<file path="src/rtl/regdump_pkg.sv">
// Shared types and constants for the register-file dump reader.
// Contents: index/data widths, register count, FSM state encoding,
// register index type and a wrapping increment helper.
package regdump_pkg;

  localparam int unsigned ADDR_W   = 5;
  localparam int unsigned NUM_REGS = 32;
  localparam int unsigned DATA_W   = 64;

  typedef enum logic [1:0] {
    IDLE    = 2'd0,
    READ    = 2'd1,
    PRESENT = 2'd2,
    DONE    = 2'd3
  } regdump_state_t;

  typedef logic [ADDR_W-1:0] reg_idx_t;

  // Next register index, wrapping NUM_REGS-1 -> 0.
  function automatic reg_idx_t idx_wrap_inc(input reg_idx_t idx);
    if (idx == reg_idx_t'(NUM_REGS - 1)) begin
      return '0;
    end
    return idx + reg_idx_t'(1);
  endfunction

endpackage

</file>
<file path="src/rtl/regdump_index_counter.sv">
// Loadable wrapping register-index counter with an end-of-range flag.
// Ports:
//   clk, reset     clock, async active-low reset
//   load           latch load_val as the current index and load_end as the end
//   load_val       first index of the range
//   load_end       final index of the range (inclusive)
//   inc            advance the current index by one (wrapping)
//   next_idx_c     combinational wrapped successor of idx
//   next_at_end_c  combinational: successor equals the end index
//                  (REGDUMP_PREFETCH_EN builds only)
//   idx            current index (registered)
//   at_end         current index equals the end index (registered)
module regdump_index_counter
  import regdump_pkg::*;
(
  input  logic     clk,
  input  logic     reset,
  input  logic     load,
  input  reg_idx_t load_val,
  input  reg_idx_t load_end,
  input  logic     inc,
  output reg_idx_t next_idx_c,
`ifdef REGDUMP_PREFETCH_EN
  output logic     next_at_end_c,
`endif
  output reg_idx_t idx,
  output logic     at_end
);

  reg_idx_t idx_q, idx_d;
  reg_idx_t end_q, end_d;
  logic     at_end_q;

  assign next_idx_c = idx_wrap_inc(idx_q);
`ifdef REGDUMP_PREFETCH_EN
  assign next_at_end_c = (next_idx_c == end_q);
`endif

  // Load takes priority over increment.
  always_comb begin
    idx_d = idx_q;
    end_d = end_q;
    if (load) begin
      idx_d = load_val;
      end_d = load_end;
    end else if (inc) begin
      idx_d = next_idx_c;
    end
  end

  // at_end is registered from the next-state values so it tracks idx exactly.
  always_ff @(posedge clk or negedge reset) begin
    if (!reset) begin
      idx_q    <= '0;
      end_q    <= '0;
      at_end_q <= 1'b1;
    end else begin
      idx_q    <= idx_d;
      end_q    <= end_d;
      at_end_q <= (idx_d == end_d);
    end
  end

  assign idx    = idx_q;
  assign at_end = at_end_q;

endmodule

</file>
<file path="src/rtl/regfile_dump_reader.sv">
// Read-side master that dumps an inclusive, wrapping range of the
// 32 x 64-bit register file as a valid/ready stream of {index, data, last}.
// Optional macro REGDUMP_PREFETCH_EN: read the next index while a beat is
// presented so back-to-back beats stream at one per cycle.
// Ports:
//   clk, reset             clock, async active-low reset
//   start                  dump request, sampled only in IDLE
//   first_reg, last_reg    inclusive index range, sampled with start
//   rd_addr / rd_data      combinational register-file read port
//   out_valid / out_ready  stream handshake
//   out_data, out_index    captured word and its index
//   out_last               beat carries last_reg
//   busy                   dump in progress (READ/PRESENT/DONE)
//   done                   one-cycle pulse after the final beat is accepted
module regfile_dump_reader
  import regdump_pkg::*;
(
  input  logic              clk,
  input  logic              reset,
  input  logic              start,
  input  logic [ADDR_W-1:0] first_reg,
  input  logic [ADDR_W-1:0] last_reg,
  output logic [ADDR_W-1:0] rd_addr,
  input  logic [DATA_W-1:0] rd_data,
  output logic              out_valid,
  input  logic              out_ready,
  output logic [DATA_W-1:0] out_data,
  output logic [ADDR_W-1:0] out_index,
  output logic              out_last,
  output logic              busy,
  output logic              done
);

  regdump_state_t    state_q, state_d;
  reg_idx_t          rd_addr_q, rd_addr_d;
  logic [DATA_W-1:0] out_data_q, out_data_d;
  reg_idx_t          out_index_q, out_index_d;
  logic              out_last_q, out_last_d;
  logic              out_valid_q, out_valid_d;
  logic              busy_q, busy_d;
  logic              done_q, done_d;

  logic     cnt_load;
  logic     cnt_inc;
  reg_idx_t cur_idx;
  reg_idx_t next_idx_c;
  logic     at_end;
`ifdef REGDUMP_PREFETCH_EN
  logic     next_at_end_c;
`endif

  logic handshake;
  assign handshake = out_valid_q && out_ready;

  regdump_index_counter u_idx_cnt (
    .clk          (clk),
    .reset        (reset),
    .load         (cnt_load),
    .load_val     (first_reg),
    .load_end     (last_reg),
    .inc          (cnt_inc),
    .next_idx_c   (next_idx_c),
`ifdef REGDUMP_PREFETCH_EN
    .next_at_end_c(next_at_end_c),
`endif
    .idx          (cur_idx),
    .at_end       (at_end)
  );

  // State and output registers.
  always_ff @(posedge clk or negedge reset) begin
    if (!reset) begin
      state_q     <= IDLE;
      rd_addr_q   <= '0;
      out_data_q  <= '0;
      out_index_q <= '0;
      out_last_q  <= 1'b0;
      out_valid_q <= 1'b0;
      busy_q      <= 1'b0;
      done_q      <= 1'b0;
    end else begin
      state_q     <= state_d;
      rd_addr_q   <= rd_addr_d;
      out_data_q  <= out_data_d;
      out_index_q <= out_index_d;
      out_last_q  <= out_last_d;
      out_valid_q <= out_valid_d;
      busy_q      <= busy_d;
      done_q      <= done_d;
    end
  end

  // Next-state logic.
  always_comb begin
    state_d = state_q;
    unique case (state_q)
      IDLE:    if (start) state_d = READ;
      READ:    state_d = PRESENT;
      PRESENT: begin
        if (handshake) begin
          if (out_last_q) begin
            state_d = DONE;
          end else begin
`ifdef REGDUMP_PREFETCH_EN
            state_d = PRESENT;
`else
            state_d = READ;
`endif
          end
        end
      end
      DONE:    state_d = IDLE;
      default: state_d = IDLE;
    endcase
  end

  // Output next values; rd_addr is registered, so it is set one cycle ahead
  // to the index the next state will read.
  always_comb begin
    rd_addr_d   = rd_addr_q;
    out_data_d  = out_data_q;
    out_index_d = out_index_q;
    out_last_d  = out_last_q;
    out_valid_d = out_valid_q;
    busy_d      = (state_d != IDLE);
    done_d      = (state_d == DONE);
    cnt_load    = 1'b0;
    cnt_inc     = 1'b0;
    unique case (state_q)
      IDLE: begin
        rd_addr_d = '0;
        if (start) begin
          cnt_load  = 1'b1;
          rd_addr_d = first_reg;
        end
      end
      READ: begin
        out_data_d  = rd_data;
        out_index_d = cur_idx;
        out_last_d  = at_end;
        out_valid_d = 1'b1;
`ifdef REGDUMP_PREFETCH_EN
        rd_addr_d   = next_idx_c;
`else
        rd_addr_d   = cur_idx;
`endif
      end
      PRESENT: begin
        if (handshake) begin
          if (out_last_q) begin
            out_valid_d = 1'b0;
            rd_addr_d   = '0;
          end else begin
            cnt_inc = 1'b1;
`ifdef REGDUMP_PREFETCH_EN
            // rd_data already holds the successor index: present it now.
            out_data_d  = rd_data;
            out_index_d = next_idx_c;
            out_last_d  = next_at_end_c;
            rd_addr_d   = idx_wrap_inc(next_idx_c);
`else
            out_valid_d = 1'b0;
            rd_addr_d   = next_idx_c;
`endif
          end
        end
      end
      DONE:    rd_addr_d = '0;
      default: rd_addr_d = '0;
    endcase
  end

  assign rd_addr   = rd_addr_q;
  assign out_data  = out_data_q;
  assign out_index = out_index_q;
  assign out_last  = out_last_q;
  assign out_valid = out_valid_q;
  assign busy      = busy_q;
  assign done      = done_q;

endmodule

</file>
<file path="config.mk">
export PLATFORM = sky130hd
export DESIGN_NAME = regfile_dump_reader
export DESIGN_NICKNAME = d
export VERILOG_FILES = /design/src/rtl/regdump_pkg.sv /design/src/rtl/regdump_index_counter.sv /design/src/rtl/regfile_dump_reader.sv
export SDC_FILE = /design/constraint.sdc
export NUM_CORES = 1
export LEC_CHECK = 0
export CAP_MARGIN = 20
export CORE_MARGIN = 2
export CORE_UTILIZATION = 46
export DETAILED_ROUTE_END_ITERATION = 10
export PLACE_DENSITY = 0.85
export SYNTH_ARGS = -nofsm -noshare
export SYNTH_HDL_FRONTEND = slang
export SYNTH_HIERARCHICAL = 1
export SYNTH_SLANG_ARGS = --single-unit
</file>
<file path="constraint.sdc">
create_clock -name clk -period 3.6 [get_ports clk]
set_input_delay 0.36 -clock clk [delete_from_list [all_inputs] [get_ports clk]]
set_output_delay 0.36 -clock clk [all_outputs]
set_load 0.01 [all_outputs]
</file>
* Word level (Yosys, flattened, before mapping)
Index checks and enable logic that the tools add are counted.
Widths: inputs -> output; s select.
** Storage, ports and cells
- Bits in latches :: 0
- Output and inout bits :: 78
- Memories :: 0
- ROM bits :: 0
- Logic and storage cells :: 45
- Register bits after elaboration :: 91
- Memory bits (writable) :: 0
- Input port bits :: 78
** Cells by class
- Div/mod/pow operators :: 0
- Equal/unequal tests :: 7
- Order comparisons :: 0
- Shift operators :: 0
- Bitwise gates (word level) :: 0
- Add/sub/neg operators :: 1
- Mux-type cells :: 21
- Reduce and logical (&&, ||, !) cells :: 5
- $mul :: 0
** Operator list (number)
- $mux 5 :: 8
- $pmux 5 s4 :: 1
- $pmux 2 s4 :: 1
- $mux 1 :: 7
- $eq 2x2->1 const B :: 3
- $mux 2 :: 3
- $add 5x1->5 const B :: 1
- $eq 5x5->1 :: 1
- $eq 5x5->1 const B :: 1
- $reduce_bool 2->1 :: 2
- $eq 2x1->1 const B :: 1
- $logic_not 2->1 :: 1
- $ne 2x2->1 const B :: 1
- $pmux 1 s2 :: 1
- $reduce_and 2->1 :: 1
- $logic_and 1x1->1 :: 1

* Logic depth before layout (Yosys ltp)
- Depth after elaboration :: 6
- Depth in mapped cells :: 10
- Gate-level depth less buffers :: 8

* Cells and area by module
Netlist, hierarchy kept.
** Modules (own cells, without submodules)
- regfile_dump_reader :: times used 1, sequential area each 2001.9 sq um, area an instance 3181.8 sq um, cells an instance 351
- regdump_index_counter :: times used 1, sequential area each 276.5 sq um, area an instance 601.8 sq um, cells an instance 52

* Worst setup path before layout
No wires, ideal clock.
- Kind :: register to register
- From :: register u_idx_cnt.idx_q[0] (netlist: u_idx_cnt/idx[0])
- To :: register u_idx_cnt.at_end_q (netlist: u_idx_cnt/at_end)
- Setup time :: 90 ps
- Arrival time :: 1891 ps
- Period minus slack after synthesis :: 1981 ps
- Buffers on the path :: 0
- Required time :: 3510 ps
- Path slack :: 1619 ps
- Stages on the path, launching flop included :: 8
- Cell sequence :: dfrtp_1 ha_1 and3_2 ha_1 o41ai_1 o22a_2 xor2_1 nor4_2
** On the way
- Longest elaborated chain between the ends :: 6
- Elaborated cells between the ends (all ways) :: 7
- Classes of those cells :: add/sub (1); eq/ne (2); mux (4)
** Ends and longest elaborated chain
- start: declaration :: line regdump_index_counter.sv:30 : reg_idx_t idx_q, idx_d;
- start signal: assignment :: line regdump_index_counter.sv:58 : idx_q <= idx_d;
- branches (longest 2 deep; another with $add 5x1->5)
- $mux 5 * :: line regdump_pkg.sv:24 : return idx + reg_idx_t'(1);
- $mux 5 * :: line regdump_index_counter.sv:46 : end else if (inc) begin
- $mux 5 * :: line regdump_index_counter.sv:43 : if (load) begin
- named net u_idx_cnt.idx_d[3] :: line regdump_index_counter.sv:30
- $eq 5x5->1 * :: line regdump_index_counter.sv:60 : at_end_q <= (idx_d == end_d);
- end signal: assignment :: line regdump_index_counter.sv:60
- end: declaration :: line regdump_index_counter.sv:32 : logic at_end_q;
Mark *: on every way through the listed nets, which the timed path passes.
A chain may end at the register's enable or synchronous reset.

* Final worst setup path
- From :: register state_q[1]
- To :: register u_idx_cnt.at_end_q (netlist: u_idx_cnt/at_end)
** On the way
- Longest elaborated chain between the ends :: 5
- Elaborated cells between the ends (all ways) :: 8
- Classes of those cells :: eq/ne (2); mux (5); reduce/logical (1)
** Ends and longest elaborated chain
- start: declaration :: line regfile_dump_reader.sv:34 : regdump_state_t state_q, state_d;
- start signal: assignment :: line regfile_dump_reader.sv:82 : state_q <= state_d;
- $eq 2x2->1 :: line regfile_dump_reader.sv:129 : unique case (state_q)
- $mux 1 :: line regfile_dump_reader.sv:129
- named net cnt_inc :: line regfile_dump_reader.sv:44 : logic cnt_inc;
- $mux 5 :: line regdump_index_counter.sv:46
- $mux 5 :: line regdump_index_counter.sv:43
- named net u_idx_cnt.idx_d[3] :: line regdump_index_counter.sv:30
- $eq 5x5->1 :: line regdump_index_counter.sv:60
The timed path passes the listed nets, and every way through them passes these cells.

==> flow_summary.yaml <==
global_routing:
  grtUsageTotal_pct: 21.4
  antenna_found_initial: 0
  gr-total-overflow: 0
  grt_max_degree: 92
  grt_first_pass_wirelength_mm: 14.9
  grt_pass1_vias: 3113
logic_synthesis:
  synth_top_area_share_pct: 59.5
  synthTopCellsByArea: "dfrtp_1 60%, nand2_1 22%, buf_4 1.6%"
  yosys-top-cells-count: "222 x nand2_1, 90 x dfrtp_1, 9 x buf_2, 8 x buf_4, 7 x nor3_1"
  synthDistinctLibCells: 36
  synth-edff-count: 0
  synth_seq_cells: 91
  synth.net_count: 483
  syn_avg_cell_area_um2: 9.39
  seq_area_frac_synth_pct: 60.2
  yosysWarnings: 6
  synth_most_common_cell: "nand2_1"
  synth_area_um2: 3780
  synth_async_sr_flop_share_pct: 100
  yosysTopAreaCell: "dfrtp_1"
  synthCells: 403
  synthFlopType: "dfrtp_1"
placed_design:
  portBuffers: 155
  dp_hpwl_mm: 6.79
  gp_routability_congestion: 0.885
critical_path:
  cp.required_ns: 3.85
  critPathLaunchType: "flop"
  end_kind: "flop"
  arrival_ns: 3.00
  reg2reg_depth: 7
  r2r_slack_ns: 0.85
  cp_max_fo: 10
  r2r_end: "u_idx_cnt/at_end$_DFF_PN1_"
  critPathKind: "reg -> reg"
  r2r-start: "state_q[1]$_DFF_PN0_"
floorplanning:
  start_util_pct: 46.8
  die_area_um2: 8970
  ios: 156
  coreArea_um2: 8090
  rows: 33
  die_x_um: 94.7
  die_h_um: 94.7
drt:
  routed_wl_mm: 9.48
  ant_nets: 0
  vias: 3210
  drc_errors: 0
  vias_per_cell: 4.86
  post_drt_wl_per_cell_um: 14.4
  first_pass_iters: 4
  drt_iter0_drc: 89
power_and_ir_drop:
  vdd_drop_max_mv: 0.468
  power.density_nw_per_um2: 881
  p_leak_nw: 2.62
  total_power_mw: 4.89
clock_network:
  numCtsBuffers: 9
  clockRootBuffer: "clkbuf_8"
  clkLatencyLatePin_ns: 0.35
  clkTransAtPathRegs_ns: 0.09
  cts_buffer_depth: 2
  htree_levels: 3
  cts_tree: "yes"
  postCtsHoldBufs: 0
  cts_resized: 0
  clock-sinks: 91
  post-cts-setup-buffers: 0
layout:
  n_antenna_cell: 0
  drive_gt1_share_pct: 6.49
  fin_nets: 630
  area_growth_pct: 46.7
sta:
  slew_headroom_pct: 32.4
  rsz0062_at_grt: "false"
  period_minus_slack_ns: 2.75
  slew_viol_final: 0
  hold_ws_ns: 0.0447
  timing.final.setup_violations: 0
  finalHoldViolations: 0
  finalClockSkew_ns: 0.0110
  tightest_slew_ns: 1.01
  finalCritPeriodShare_pct: 76.4
  tns_ns: 0
  fmax_mhz: 364
min_path:
  hold_path_class: "in -> async"
status:
  outcome: "complete, no violations"
run:
  drv_cap: 0
[cell usage in the layout (no fill, tap or decap), drive strengths merged]
cell type,netlist,layout
xnor2,3,3
clkinvlp,0,2
nor3b,2,2
dfstp,1,1
or2b,1,1
o41ai,1,1
nor2,6,6
nand2,222,222
dfrtp,90,90
clkinv,0,2
inv,3,4
nor3,7,7
nor4,1,1
nand3,1,1
mux2i,4,4
a22oi,5,5
xor2,4,4
a31oi,6,6
bufinv,0,1
clkdlybuf4s50,0,154
o21a,2,2
a21oi,3,3
o21ai,4,4
o311ai,1,1
mux2,5,5
nor2b,1,1
buf,21,4
clkbuf,1,10
ha,2,2
and3,1,1
o22a,1,1
nand2b,3,3
and2,1,1
[area by class of cell]
class                   instances  area [um2]
fillers                       606        2540
inverters                       3        11.3
flip-flops and latches         91        2280
multi-input cells             287        1340
clock inverters                 6        63.8
clock buffers                  10         138
well taps                     105         131
repair buffers                158        1580
[critical path, stage by stage (launching register included)]
cell	delay [ns]
dfrtp_1	0.62
nand2b_1	0.29
nor3_1	0.73
inv_2	0.10
o41ai_1	0.35
o22a_2	0.21
xor2_1	0.08
nor4_2	0.30
[layer usage]
layer / routed length [um] / GRT usage, %
met4: 113 / 7.73
met1: 3930 / 26.9
met2: 4830 / 37.0
met3: 601 / 3.99
met5: 0 / 0
[state kept, by name, indices dropped and copies added (netlist names)]
signal            flops
done                  1
rd_addr               5
u_idx_cnt/end_q       5
out_valid             1
busy                  1
u_idx_cnt/idx         5
out_index             5
out_data             64
u_idx_cnt/at_end      1
out_last              1
state_q               2
[worst max path at each step]
stage                                     startpoint  cells after the start  slack [ns]                    endpoint
after detailed placement                   out_ready                      8        0.80  u_idx_cnt/at_end$_DFF_PN1_
after global routing            state_q[1]$_DFF_PN0_                      7        0.65  u_idx_cnt/at_end$_DFF_PN1_
after global placement                     out_ready                      8        0.92  u_idx_cnt/at_end$_DFF_PN1_
final                           state_q[1]$_DFF_PN0_                      7        0.85  u_idx_cnt/at_end$_DFF_PN1_
after floorplan           u_idx_cnt/idx[0]$_DFF_PN0_                      7        1.62  u_idx_cnt/at_end$_DFF_PN1_
after CTS                       state_q[1]$_DFF_PN0_                      7        0.92  u_idx_cnt/at_end$_DFF_PN1_
[metrics by stage]
step | instance area (um2) | instances | util [%] | worst slack, ns
6_report | 5550 | 660 | 68.6 | 0.850
5_1_grt | 5550 | 660 | 68.6 | 0.653
4_1_cts | 5530 | 659 | 68.3 | 0.916
3_5_place_dp | 5330 | 643 | 65.8 | 0.802
3_3_place_gp | 5330 | 643 | 65.8 | 0.918
2_1_floorplan | 3780 | 403 | - | 1.62
[report_power, final]
group,total [mW],internal [mW],switching [mW]
clock network,0.694,0.340,0.354
logic,2.34,1.20,1.14
registers,1.85,1.52,0.331
total,4.89,3.07,1.82
[logic make-up after synthesis]
kind of cell,synth area share (%)
XOR/XNOR,1.62
AO/OA/AOI/OAI,4.03
flip-flops,60.2
buffers and inverters,4.36
multiplexers,2.65
adder cells (fa/ha/maj),0.661
AND/OR/NAND/NOR,26.5
(Power assumes the default switching activity.)
